$ cat src/rtl/data_rom_load_ctrl_pkg.sv
// data_rom_load_ctrl_pkg: shared load encodings, fault codes, FSM states and ROM defaults
package data_rom_load_ctrl_pkg;
    localparam logic [1:0] XLEN_32b = 2'd1;
    localparam logic [1:0] XLEN_64b = 2'd2;
    localparam logic [63:0] ROM_DATA_LO = 64'h1000;
    localparam logic [63:0] ROM_DATA_HI = 64'h1FFF;
    localparam logic [2:0] F3_LB  = 3'b000;
    localparam logic [2:0] F3_LH  = 3'b001;
    localparam logic [2:0] F3_LW  = 3'b010;
    localparam logic [2:0] F3_LD  = 3'b011;
    localparam logic [2:0] F3_LBU = 3'b100;
    localparam logic [2:0] F3_LHU = 3'b101;
    localparam logic [2:0] F3_LWU = 3'b110;
    localparam logic [2:0] F3_BAD = 3'b111;
    localparam logic [1:0] FLT_OK       = 2'b00;
    localparam logic [1:0] FLT_RANGE    = 2'b01;
    localparam logic [1:0] FLT_MISALIGN = 2'b10;
    localparam logic [1:0] FLT_ILLEGAL  = 2'b11;
    typedef enum logic [1:0] {ST_IDLE, ST_ACCESS, ST_RESP} state_t;
    function automatic logic [3:0] load_size(input logic [2:0] f3);
        return 4'd1 << f3[1:0];
    endfunction
endpackage

$ cat src/rtl/data_rom_load_ctrl_load_extend.sv
// load_extend: selects the low 1/2/4/8 bytes of a ROM word and sign- or zero-extends them
module load_extend
    import data_rom_load_ctrl_pkg::*;
#(
    parameter logic [1:0] XLEN = XLEN_64b,
    localparam int W = 1 << (XLEN + 4)
) (
    input  logic [W-1:0] raw,
    input  logic [2:0]   funct3,
    output logic [W-1:0] ext
);
    logic [6:0]   bits;
    logic [W-1:0] keep;
    logic         sign;
    always_comb begin
        bits = 7'd8 << funct3[1:0];
        keep = ~({W{1'b1}} << bits);
        sign = ~funct3[2] & |(raw & (keep ^ (keep >> 1)));
        ext  = (raw & keep) | (sign ? ~keep : '0);
    end
endmodule

$ cat src/rtl/data_rom_load_ctrl.sv
// data_rom_load_ctrl: round-robin two-port load controller for the read-only data ROM
module data_rom_load_ctrl
    import data_rom_load_ctrl_pkg::*;
#(
    parameter logic [1:0]  XLEN   = XLEN_64b,
    parameter logic [63:0] ROM_LO = ROM_DATA_LO,
    parameter logic [63:0] ROM_HI = ROM_DATA_HI,
    localparam int W = 1 << (XLEN + 4)
) (
    input  logic         i_clk,
    input  logic         i_rst,
    input  logic [1:0]   i_req_valid,
    output logic [1:0]   o_req_ready,
    input  logic [W-1:0] i_req_addr0,
    input  logic [W-1:0] i_req_addr1,
    input  logic [2:0]   i_req_funct3_0,
    input  logic [2:0]   i_req_funct3_1,
    output logic [W-1:0] o_rom_addr,
    input  logic [W-1:0] i_rom_data,
    output logic [1:0]   o_rsp_valid,
    output logic [W-1:0] o_rsp_data,
    output logic [1:0]   o_rsp_fault
);
    localparam logic [W:0] LO = {1'b0, ROM_LO[W-1:0]};
    localparam logic [W:0] HI = {1'b0, ROM_HI[W-1:0]};
    state_t       state, state_nx;
    logic         last_grant, port, hs;
    logic [W-1:0] addr, rom_addr_q, ext;
    logic [2:0]   f3;
    logic [1:0]   gnt, fault;
    logic [3:0]   size;
    logic [W:0]   last_byte;
    logic         illegal, misaligned, out_of_range;
    load_extend #(.XLEN(XLEN)) u_ext (.raw(i_rom_data), .funct3(f3), .ext(ext));
    always_comb begin
        gnt          = &i_req_valid ? (last_grant ? 2'b01 : 2'b10) : i_req_valid;
        o_req_ready  = (state == ST_IDLE && !i_rst) ? gnt : 2'b00;
        hs           = |(i_req_valid & o_req_ready);
        size         = load_size(f3);
        last_byte    = {1'b0, addr} + {{(W-3){1'b0}}, size - 4'd1};
        illegal      = f3 == F3_BAD || (XLEN == XLEN_32b && (f3 == F3_LD || f3 == F3_LWU));
        misaligned   = |(addr[2:0] & (size[2:0] - 3'd1));
        out_of_range = {1'b0, addr} < LO || last_byte > HI;
        fault        = illegal ? FLT_ILLEGAL : misaligned ? FLT_MISALIGN : out_of_range ? FLT_RANGE : FLT_OK;
        o_rom_addr   = state != ST_ACCESS ? rom_addr_q : fault == FLT_OK ? addr - ROM_LO[W-1:0] : '0;
        o_rsp_valid  = state == ST_RESP ? (port ? 2'b10 : 2'b01) : 2'b00;
        state_nx     = state == ST_IDLE ? (hs ? ST_ACCESS : ST_IDLE) : state == ST_ACCESS ? ST_RESP : ST_IDLE;
    end
    always_ff @(posedge i_clk) begin
        if (i_rst) begin
            state       <= ST_IDLE;
            last_grant  <= 1'b1;
            port        <= 1'b0;
            addr        <= '0;
            f3          <= '0;
            rom_addr_q  <= '0;
            o_rsp_data  <= '0;
            o_rsp_fault <= FLT_OK;
        end else begin
            state <= state_nx;
            if (hs) begin
                port       <= gnt[1];
                last_grant <= gnt[1];
                addr       <= gnt[1] ? i_req_addr1 : i_req_addr0;
                f3         <= gnt[1] ? i_req_funct3_1 : i_req_funct3_0;
            end
            if (state == ST_ACCESS) begin
                rom_addr_q  <= o_rom_addr;
                o_rsp_data  <= fault == FLT_OK ? ext : '0;
                o_rsp_fault <= fault;
            end
        end
    end
endmodule

$ cat config.mk
export PLATFORM = sky130hd
export DESIGN_NAME = data_rom_load_ctrl
export DESIGN_NICKNAME = d
export VERILOG_FILES = /design/src/rtl/data_rom_load_ctrl_pkg.sv /design/src/rtl/data_rom_load_ctrl_load_extend.sv /design/src/rtl/data_rom_load_ctrl.sv
export SDC_FILE = /design/constraint.sdc
export NUM_CORES = 1
export LEC_CHECK = 0
export CAP_MARGIN = 5
export CORE_UTILIZATION = 42
export DETAILED_ROUTE_END_ITERATION = 16
export GPL_TIMING_DRIVEN = 0
export PLACE_DENSITY = 0.83
export SYNTH_ARGS = -nofsm -noshare
export SYNTH_HDL_FRONTEND = slang
export SYNTH_SLANG_ARGS = --single-unit
$ cat constraint.sdc
create_clock -name i_clk -period 4.45 [get_ports i_clk]
set_input_delay 0.6675 -clock i_clk [delete_from_list [all_inputs] [get_ports i_clk]]
set_output_delay 0.6675 -clock i_clk [all_outputs]
set_load 0.02 [all_outputs]
==> impl_metrics.env <==
export IMPL_die_height_um=156
export IMPL_p_sw_frac=0.306
export IMPL_grt_overflow=0
export IMPL_fin_ws_ns=-0.680
export IMPL_finalClockSkew_ns=0.0238
export IMPL_netlist_area_um2=10000
export IMPL_synth_ff_type="dfxtp_1"
export IMPL_finalNonFillerCells=1962
export IMPL_yosysSeqAreaShare=0.402
export IMPL_core_area_um2=23400
export IMPL_wl_um=35000
export IMPL_syn_nets=1461
export IMPL_cp_arrival_ns=4.46
export IMPL_synthSimpleGateAreaFrac=0.247
export IMPL_ir_drop_mv=0.243
export IMPL_rows=56
export IMPL_total_power_mw=4.85
export IMPL_post_route_period_util=1.15
export IMPL_slew_limit_headroom=0.166
export IMPL_place_ws_ns=-1.41
export IMPL_switchingPower_mw=1.48
export IMPL_grt_max_degree=20
export IMPL_place_area_um2=14300
export IMPL_fin_crit_ns=5.13
export IMPL_setup_tns_final_ns=-23.24
export IMPL_mostFrequentLayoutCells="295 x clkdlybuf4s50_1, 199 x dfxtp_1, 195 x nand2_1"
export IMPL_power_frac_seq=0.406
export IMPL_crit_required_ns=3.78
export IMPL_ys_seq_elements=201
export IMPL_p_leak_nw=5.63
export IMPL_start_util=0.427
export IMPL_p_comb_frac=0.230
export IMPL_via_count=10800
export IMPL_grt_usage=0.276
export IMPL_postSynthAreaPerCell_um2=7.99
export IMPL_endpoint_kind="output port"
export IMPL_ff2ff_path_depth=18
export IMPL_layout_drive_gt1_share=0.124
export IMPL_status="finished, violations left"
export IMPL_clockBufferDepth=3
export IMPL_cts_tree="yes"
export IMPL_final_max_slew_viol_count=0
export IMPL_drtIter0Drc=693
export IMPL_ys_warn_count=0
export IMPL_fin_nets=1841
export IMPL_antenna_cells=0
export IMPL_dieArea_um2=24400
export IMPL_grt_pass1_vias=10300
export IMPL_die_w_um=156
export IMPL_worstPathMaxFanout=5
export IMPL_rsz0062_at_grt="yes"
export IMPL_drc_errors=0
export IMPL_port_buffers=335
export IMPL_layout_commonest_cell="clkdlybuf4s50_1"
export IMPL_clockPowerShare=0.364
export IMPL_cellPowerDensity_nw_per_um2=313
export IMPL_fillerInstances=1925
export IMPL_synthXorXnorAreaFrac=0.0193
export IMPL_top_level_ports=336
export IMPL_stdcell_area_um2=15500
export IMPL_intPower_mw=3.37
export IMPL_area_delta_synth_final_pct=54.6
export IMPL_synth_top_family_by_area="simple AND/OR/NAND/NOR gates"
export IMPL_finalSetupViolCount=40
export IMPL_cts_htree_levels=1
export IMPL_synth_compound_area_frac=0.191
export IMPL_cts_buffers=22
export IMPL_hold_violations=0
export IMPL_worst_pin_slew_ns=1.25
export IMPL_dp_cells=1905
export IMPL_cts_clk_slew_worst_paths_ns=0.06
export IMPL_synthCells=1251
export IMPL_ant_nets=0
export IMPL_criticalPathCategory="reg -> out"
export IMPL_synth_fa_ha_area_frac=0.0108
export IMPL_dr_pass1_iters=5
export IMPL_cts_root_buf="clkbuf_16"
export IMPL_fmax_mhz=195
export IMPL_violations="negative setup slack"
export IMPL_hpwlAfterDp_um=26200
export IMPL_hold_depth=2
export IMPL_drv_cap=0
export IMPL_clock_sinks=201
export IMPL_hold_class="reg -> reg"
export IMPL_grt_pass1_wl_um=53700
export IMPL_gp_congestion=0.909
export IMPL_antenna_found_initial=0
export IMPL_routed_via_density=5.52
export IMPL_synth_distinct_cells=67
export IMPL_async_flop_share=0
export IMPL_synth_edf_count=0
export IMPL_cts_hold_buf=0
export IMPL_insertion_delay_ns=0.52
export IMPL_wl_per_cell_um=17.9
export IMPL_start_kind="flop"
export IMPL_synthMuxAreaShare=0.0723
[cell type report]
class | instances | area [µm²] | share of cell area
Inverter | 29 | 114 | 0.00736
Timing Repair Buffer | 358 | 3640 | 0.235
Sequential cell | 201 | 4030 | 0.261
Buffer | 109 | 529 | 0.0342
Tap cell | 319 | 399 | 0.0258
Clock buffer | 28 | 583 | 0.0377
Clock inverter | 8 | 101 | 0.00655
Multi-Input combinational cell | 910 | 6070 | 0.392
[what timing repair did]
| action | CTS | global route |
|---|---|---|
| resized for setup | 282 | 13 |
| endpoints found under the setup margin | 139 | 56 |
| setup buffers | 18 | 4 |
| cloned | 2 | 0 |
| pin swaps | 30 | 17 |
[power by group through the flow]
stage / clock [mW] / combinational, mW / sequential [mW]
after CTS: 1.78 / 1.10 / 1.96
final: 1.76 / 1.12 / 1.97
after floorplan: 0 / 0.676 / 1.98
after global routing: 1.86 / 1.21 / 1.98
after detailed placement: 0 / 1.07 / 2.00
after global placement: 0 / 1.05 / 2.00
[metal layers]
metal	share of wire	track usage
met4	0.043	0.126
met3	0.066	0.0407
met1	0.40	0.333
met2	0.49	0.482
met5	0	0
[metrics by stage]
| step | utilization | hold slack, ns |
|---|---|---|
| floorplan | - | 0.415 |
| global placement | 0.611 | 0.427 |
| detailed placement | 0.611 | 0.435 |
| CTS | 0.658 | 0.444 |
| global route | 0.661 | 0.453 |
| finish | 0.661 | 0.445 |
[final timing paths]
path / start / endpoint / slack (ns)
worst max-delay path: f3[1] / o_rom_addr[10] / -0.68
worst min-delay path: rom_addr_q[51] / rom_addr_q[51] / 0.44
worst max register to register: f3[1] / o_rsp_data[32] / 0.29
worst min register to register: rom_addr_q[51] / rom_addr_q[51] / 0.44
[critical path: stages (launching register included)]
cell and delay, ns:
dfxtp_4 0.37, nand2_4 0.09, inv_4 0.04, buf_8 0.11
ha_4 0.26, inv_4 0.04, ha_4 0.25, nand3b_1 0.16
a211o_1 0.37, or3_4 0.38, a311oi_2 0.20, o2bb2ai_1 0.10
or4_4 0.58, nor2_4 0.16, nand2_4 0.10, buf_4 0.15
buf_12 0.13, o31ai_4 0.27, buf_6 0.17
[synthesized netlist by cell type (all sizes together) (2+ instances only)]
cell type / count / share of area
ha: 7 / 0.0088
inv: 27 / 0.010
a21boi: 2 / 0.0015
nand2: 197 / 0.074
nor4: 32 / 0.021
and4: 6 / 0.0053
or3: 10 / 0.0063
a21oi: 73 / 0.037
nor2: 102 / 0.039
nor4b: 2 / 0.0024
nor3b: 3 / 0.0023
nand4: 30 / 0.020
and2: 25 / 0.016
xnor2: 11 / 0.0096
clkbuf: 85 / 0.032
buf: 26 / 0.014
a211o: 2 / 0.0018
nand3: 34 / 0.019
mux2i: 70 / 0.070
xor2: 11 / 0.0096
or4: 6 / 0.0049
o2111ai: 2 / 0.0018
nand3b: 2 / 0.0015
o21ai: 93 / 0.049
and3: 26 / 0.016
a211oi: 71 / 0.053
o31ai: 42 / 0.032
o31a: 3 / 0.0026
o41ai: 3 / 0.0026
or2: 6 / 0.0038
clkinv: 2 / 0.00075
nor3: 13 / 0.0065
dfxtp: 201 / 0.40
nor2b: 3 / 0.0019
nand2b: 4 / 0.0025
[registers in the layout, summed over array words and instances (netlist names)]
register / cells
last_grant: 1
f3: 3
port: 1
state: 2
o_rsp_fault: 2
rom_addr_q: 64
addr: 64
o_rsp_data: 64
[cell families after synthesis]
family	after synthesis
simple gates	506
compound gates	303
flops	201
buf+inv	140
mux	71
xor+xnor	22
fa+ha+maj	8
Power figures use the tool's default switching activity.
